$ cat src/rtl/text_vram_sched.sv
// Text RAM port scheduler: display fetches win their slots, a one-entry host write buffer uses the rest; TEXT_CURSOR_EN adds cursor blink.
// Latency: char/fg/bg and hsO/vsO/vOnO 2 cycles after the slot; host_ready drops while one write is buffered (<=1 slot of stall).
module text_vram_sched #(
    parameter int COLS   = 80,
    parameter int ROWS   = 30,
    parameter int ADDR_W = 12
) (
    input  logic              clk,
    input  logic              reset_n,
    input  logic              hsI,
    input  logic              vsI,
    input  logic              vOn,
    input  logic [9:0]        hcount,
    input  logic [9:0]        vcount,
    input  logic              host_valid,
    output logic              host_ready,
    input  logic [ADDR_W-1:0] host_addr,
    input  logic [23:0]       host_data,
    output logic              wr_drop,
    output logic [ADDR_W-1:0] ram_addr,
    output logic              ram_we,
    output logic [23:0]       ram_wdata,
    input  logic [23:0]       ram_rdata,
    output logic              hsO,
    output logic              vsO,
    output logic              vOnO,
    output logic [10:0]       char,
    output logic [7:0]        fg,
    output logic [7:0]        bg
`ifdef TEXT_CURSOR_EN
    ,
    input  logic [ADDR_W-1:0] cursor_addr,
    input  logic              cursor_on
`endif
);

    localparam logic [9:0]      H_LIM = 10'(COLS * 8);
    localparam logic [9:0]      V_LIM = 10'(ROWS * 16);
    localparam logic [ADDR_W:0] CELLS = (ADDR_W + 1)'(COLS * ROWS);

    typedef enum logic {EMPTY = 1'b0, FULL = 1'b1} wstate_t;

    wstate_t           state_q;
    logic [ADDR_W-1:0] buf_addr_q;
    logic [23:0]       buf_data_q;

    logic              fetch_q;
    logic [3:0]        line_q;
    logic              swap_q;
    logic [10:0]       char_q, char_d;
    logic [7:0]        fg_q, fg_d, bg_q, bg_d;
    logic [1:0]        hs_q, vs_q, von_q;

    logic              slot;
    logic [ADDR_W-1:0] fetch_addr;
    logic              buf_in_range;
    logic              commit;
    logic              swap_d;
    logic              rdata_unused;

    assign slot       = vOn && (hcount[2:0] == 3'd0) && (hcount < H_LIM) && (vcount < V_LIM);
    assign fetch_addr = ADDR_W'(32'(vcount[9:4]) * COLS + 32'(hcount[9:3]));

    assign buf_in_range = ({1'b0, buf_addr_q} < CELLS);
    assign commit       = (state_q == FULL) && !slot;
    assign host_ready   = (state_q == EMPTY);
    assign ram_we       = commit && buf_in_range;
    assign wr_drop      = commit && !buf_in_range;
    assign ram_wdata    = buf_data_q;
    assign ram_addr     = slot ? fetch_addr : ((state_q == FULL) ? buf_addr_q : '0);
    assign rdata_unused = ram_rdata[7];

    // One-entry write buffer; a display slot simply holds it for a cycle.
    always_ff @(posedge clk or negedge reset_n) begin
        if (!reset_n) begin
            state_q    <= EMPTY;
            buf_addr_q <= '0;
            buf_data_q <= '0;
        end else begin
            case (state_q)
                EMPTY: if (host_valid) begin
                    state_q    <= FULL;
                    buf_addr_q <= host_addr;
                    buf_data_q <= host_data;
                end
                FULL: if (!slot) state_q <= EMPTY;
                default: state_q <= EMPTY;
            endcase
        end
    end

`ifdef TEXT_CURSOR_EN
    logic [4:0] frame_q;
    logic       vs_prev_q;

    always_ff @(posedge clk or negedge reset_n) begin
        if (!reset_n) begin
            frame_q   <= '0;
            vs_prev_q <= 1'b1;
        end else begin
            vs_prev_q <= vsI;
            if (vs_prev_q && !vsI) frame_q <= frame_q + 5'd1;
        end
    end

    assign swap_d = slot && cursor_on && (fetch_addr == cursor_addr) && frame_q[4];
`else
    assign swap_d = 1'b0;
`endif

    always_comb begin
        char_d = char_q;
        fg_d   = fg_q;
        bg_d   = bg_q;
        if (fetch_q) begin
            char_d = {ram_rdata[6:0], line_q};
            fg_d   = swap_q ? ram_rdata[23:16] : ram_rdata[15:8];
            bg_d   = swap_q ? ram_rdata[15:8]  : ram_rdata[23:16];
        end
    end

    // Stage 1 tags the in-flight read; stage 2 holds the cell until the next fetch lands.
    always_ff @(posedge clk or negedge reset_n) begin
        if (!reset_n) begin
            fetch_q <= 1'b0;
            line_q  <= '0;
            swap_q  <= 1'b0;
            char_q  <= '0;
            fg_q    <= '0;
            bg_q    <= '0;
            hs_q    <= 2'b11;
            vs_q    <= 2'b11;
            von_q   <= 2'b00;
        end else begin
            fetch_q <= slot;
            line_q  <= vcount[3:0];
            swap_q  <= swap_d;
            char_q  <= char_d;
            fg_q    <= fg_d;
            bg_q    <= bg_d;
            hs_q    <= {hs_q[0], hsI};
            vs_q    <= {vs_q[0], vsI};
            von_q   <= {von_q[0], vOn};
        end
    end

    assign char = char_q;
    assign fg   = fg_q;
    assign bg   = bg_q;
    assign hsO  = hs_q[1];
    assign vsO  = vs_q[1];
    assign vOnO = von_q[1];

endmodule

$ cat config.mk
export PLATFORM = sky130hd
export DESIGN_NAME = text_vram_sched
export DESIGN_NICKNAME = d
export VERILOG_FILES = /design/src/rtl/text_vram_sched.sv
export SDC_FILE = /design/constraint.sdc
export NUM_CORES = 1
export LEC_CHECK = 0
export CORE_UTILIZATION = 41
export CTS_CLUSTER_SIZE = 24
export DETAILED_ROUTE_END_ITERATION = 6
export HOLD_SLACK_MARGIN = 0.15
export PLACE_DENSITY = 0.85
export SYNTH_ARGS = -nofsm -noshare
export SYNTH_HDL_FRONTEND = slang
export SYNTH_SLANG_ARGS = --single-unit
$ cat constraint.sdc
create_clock -name clk -period 2.45 [get_ports clk]
set_clock_uncertainty 0.1 [all_clocks]
set_input_delay 0.245 -clock clk [delete_from_list [all_inputs] [get_ports clk]]
set_output_delay 0.245 -clock clk [all_outputs]
set_load 0.02 [all_outputs]
==> results.txt, run 1 <==
----------------------------------------------------
[STA]
  Final-report setup violation count ... 0
  Min Tclk post-route ... 2390 ps
  Final setup slack of the worst path ... roughly 56 ps
  Max transition margin ... 38.6%
  Actual transition at the worst max-transition pin ... about 920 ps
  Post-route worst hold slack ... roughly 200 ps
  Number of hold-slack violations in the final timing report ... 0
  Max Clock Freq ... between 400 and 500 MHz
  Total negative slack ... 0 ps
  Post-route clock period utilization ... a little over nine tenths
  Setup repair after global routing missed its margin ... true
  Count of pins over their slew limit ... 0

[Layout]
  Area growth from synthesis to final layout ... 65.9%
  Antenna fix cells ... 0
  Net total in the final layout ... between 500 and 600
  Fraction of the core area covered by cells at the end of the flow ... a little under three quarters
  Proportion of layout cells with a drive suffix above 1 ... approximately a quarter

[Floorplanning]
  Core region area ... about 7400 µm²
  Standard-cell row count ... 31
  Effective utilization at floorplan ... 43.1%
  Ports placed on the boundary ... approximately 160
  Die X-Extent ... ~90 µm
  Die footprint ... 8150 µm²
  Overall die height ... around 90 µm

[Pwr]
  Leakage power total ... 2.30 nW
  Overall power of the completed layout ... 3.78 mW
  Power per Cell Area ... 714 nW/µm²
  Clock network power share ... 27.6%
  Sequential share of power ... around two fifths
  Switching part of the total power ... 29.2%
  Int Pwr ... 2.68 mW
  Combinational Power Share ... a little under a third
  Sw Pwr ... around 1.1 mW
  Largest vdd supply drop ... approximately 0.00027 V

[Detailed routing]
  Final wirelength ... 8.32 mm
  Violation count after the first detailed-routing iteration ... 77
  Total number of vias ... roughly 2,500
  Wirelength per Cell ... roughly 16 µm
  First-pass DRT Iterations ... 4
  ANT nets after route ... 0
  Vias per std cell ... just under 5
  Post-route DRC violation count ... 0

[Synthesis]
  Yosys Warn Count ... 0
  Average cell area after synthesis ... roughly 14 µm²
  Post-synthesis mux area share ... roughly 22%
  Synth Area in Adders ... 5.56%
  Sequential area share after synthesis ... approximately 60%
  Dominant cell type by area after synthesis ... sky130_fd_sc_hd__dfrtp_1
  Flip-flop and latch count after synthesis ... 75
  Top cells by area, synth ... sky130_fd_sc_hd__dfrtp_1, sky130_fd_sc_hd__mux2_2, sky130_fd_sc_hd__mux2_1, sky130_fd_sc_hd__ha_1, sky130_fd_sc_hd__dfstp_2
  Top-area cell type share of the netlist area ... between 50% and 60%
  Share of the synthesized netlist area taken by xor and xnor gates ... 2.19%
  Cells after synthesis ... around 230
  Simple-gate area share of the yosys netlist ... 6.19%
  Fraction of the mapped netlist area in compound gates ... 3.09%
  Main combinational cell family by area after synthesis ... multiplexers
  Synth Cell Area ... around 3200 µm²
  Nets in the synthesized netlist ... between 300 and 400
  Number of library cell types mapped by synthesis ... 27

[Clock tree]
  Clock tree root buffer cell ... sky130_fd_sc_hd__clkbuf_8
  TritonCTS buffer count ... 9
  Buffers from clock root to sink, at most ... 2
  TritonCTS clock tree ... built
  Register clock-pin slew on the reported worst setup and hold paths ... approximately 90 ps
  Insertion delay of the later-clocked pin in the worst-skew pair ... 340 ps
  Clock sink total ... 75
  Number of H-tree branching levels ... 3

[Global routing]
  Overall Global Routing Usage ... between 20% and 30%
  Vias in the first global route ... between 2,000 and 3,000
  Remaining Overflow, GRT ... 0
  Global-route wire length before repair ... ~14 mm
  Antenna violations before repair ... 0
  Pin count of the biggest net entering global routing ... 76

[Place]
  Routability congestion estimate from global placement ... 0.909
  Place WS ... -988 ps
  HPWL reported at the end of detailed placement ... slightly above 6 mm
  IO buf count ... 153

[Worst setup path]
  Data required time at the worst endpoint ... approximately 2100 ps
  Worst r2r src ... state_q
  Largest fanout of any net on the critical path ... 2
  Category of the worst setup path launch point ... input pin
  Startpoint of the most critical setup path ... vcount[8]
  Crit. End Element ... output pin
  Setup Crit Path Kind ... input pin to output pin
  Worst Path Arrival ... ~2100 ps

[Min path]
  Class of the worst hold path ... input pin to register
  Worst hold path startpoint ... vsI

[Run]
  Max-cap violations ... 0

[Outcome]
  Outcome ... completed

----------------------------------------------------
area by class of cell:
class / instances / area [µm²]
sequential: 75 / 1880
clock inverter: 7 / 98.8
fill: 509 / 2110
timing repair inverter: 1 / 7.51
timing repair buffer: 174 / 1670
tap: 99 / 124
multi-input combinational: 141 / 1380
clock buffer: 9 / 124
inverter: 3 / 11.3
stage by stage:
| step | instance area, µm² | cells |
|---|---|---|
| final | 5300 | 509 |
| after global routing | 5300 | 509 |
| after CTS | 5290 | 509 |
| after detailed placement | 4950 | 489 |
| after global placement | 4950 | 489 |
| after floorplan | 3190 | 229 |
critical path: stages:
cell and delay (ps):
sky130_fd_sc_hd__clkdlybuf4s15_2 210, sky130_fd_sc_hd__ha_4 260, sky130_fd_sc_hd__fa_2 420, sky130_fd_sc_hd__xor2_2 170
sky130_fd_sc_hd__nand3_2 100, sky130_fd_sc_hd__buf_4 150, sky130_fd_sc_hd__nor2_4 120, sky130_fd_sc_hd__xnor2_2 80
sky130_fd_sc_hd__o21ai_1 130, sky130_fd_sc_hd__buf_4 150
power by group through the flow:
stage,sequential [mW],combinational (mW),clock [mW]
floorplan,1.76,0.324,0
global placement,1.55,1.14,0
detailed placement,1.57,1.17,0
CTS,1.55,1.20,1.08
global route,1.57,1.27,1.13
finish,1.54,1.20,1.04
flip-flops by register name, summed over array words and instances (netlist names):
signal / cells
ram_wdata: 24
fetch_q: 1
fg: 8
hs_q: 2
von_q: 2
char: 11
bg: 8
vs_q: 2
state_q: 1
buf_addr_q: 12
line_q: 4
cells in the final DEF (no fill, tap or decap), types with 3 or more instances in the layout:
| master | synthesis | layout |
|---|---|---|
| sky130_fd_sc_hd__ha_1 | 11 | 5 |
| sky130_fd_sc_hd__mux2_1 | 29 | 29 |
| sky130_fd_sc_hd__a21oi_1 | 6 | 4 |
| sky130_fd_sc_hd__buf_4 | 0 | 21 |
| sky130_fd_sc_hd__ha_4 | 0 | 6 |
| sky130_fd_sc_hd__a21o_1 | 3 | 3 |
| sky130_fd_sc_hd__xnor2_1 | 6 | 5 |
| sky130_fd_sc_hd__nand2_1 | 13 | 13 |
| sky130_fd_sc_hd__clkbuf_8 | 0 | 9 |
| sky130_fd_sc_hd__o21ai_1 | 5 | 5 |
| sky130_fd_sc_hd__nand3_1 | 14 | 13 |
| sky130_fd_sc_hd__mux2_2 | 34 | 34 |
| sky130_fd_sc_hd__dfrtp_1 | 71 | 71 |
| sky130_fd_sc_hd__dlygate4sd2_1 | 0 | 10 |
| sky130_fd_sc_hd__buf_2 | 8 | 5 |
| sky130_fd_sc_hd__clkdlybuf4s50_1 | 0 | 131 |
| sky130_fd_sc_hd__dfstp_2 | 4 | 4 |
synth_stat cells (all sizes together):
cell	instances
nand2	13
xor2	2
nand3	14
a21o	3
nand4	2
o21ai	7
nor2b	3
clkbuf	2
mux2	63
nor4	2
xnor2	6
and3	2
a21oi	6
o31ai	1
nor3	1
dfstp	4
inv	3
buf	8
nor2	3
dfrtp	71
ha	11
fa	2
repair_timing:
| action | CTS | global route |
|---|---|---|
| hold buffers | 1 | 0 |
| gates cloned | 1 | 0 |
| pin swaps | 13 | 1 |
| gates resized for setup | 68 | 5 |
| setup buffers | 2 | 0 |
| endpoints found under the setup margin | 14 | 5 |
| hold endpoints to repair | 71 | 0 |
metal layers:
metal  GRT usage (%)  share of wire [%]
met1            26.0                 41
met2            36.3                 49
met3            8.00                8.0
met4            6.59                1.3
met5               0                  0
worst paths after layout:
check | slack, ps | depth (start not counted) | end
setup / recovery | 60 | 10 | ram_addr[10]
hold / removal | 210 | 1 | vs_q[0]
setup reg to reg | 750 | 3 | ram_wdata[11]
hold reg to reg | 250 | 0 | hs_q[1]
max in group asynchronous | 1140 | 2 | state_q
min in group asynchronous | 480 | 2 | fg[0]
cell families (layout without fill, tap and decap cells):
logic type	Yosys count	after routing
AO/OA/AOI/OAI	17	17
AND/OR/NAND/NOR	40	40
adder cells (fa/ha/maj)	13	13
XOR/XNOR	8	8
flip-flops	75	75
buffers and inverters	13	194
multiplexers	63	63
Power figures use the tool's default switching activity.
==> run 2: changes to the inputs <==
Settings changed: CAP_MARGIN set to 20.
==> results of run 2 <==
Same layout as run 1: the final DEF is identical, and so are final timing and power.
==> run 3: changes to the inputs <==
Settings changed: CTS_CLUSTER_SIZE 24 to 8.
==> results of run 3 <==
Same layout as run 1: the final DEF is identical, and so are final timing and power.
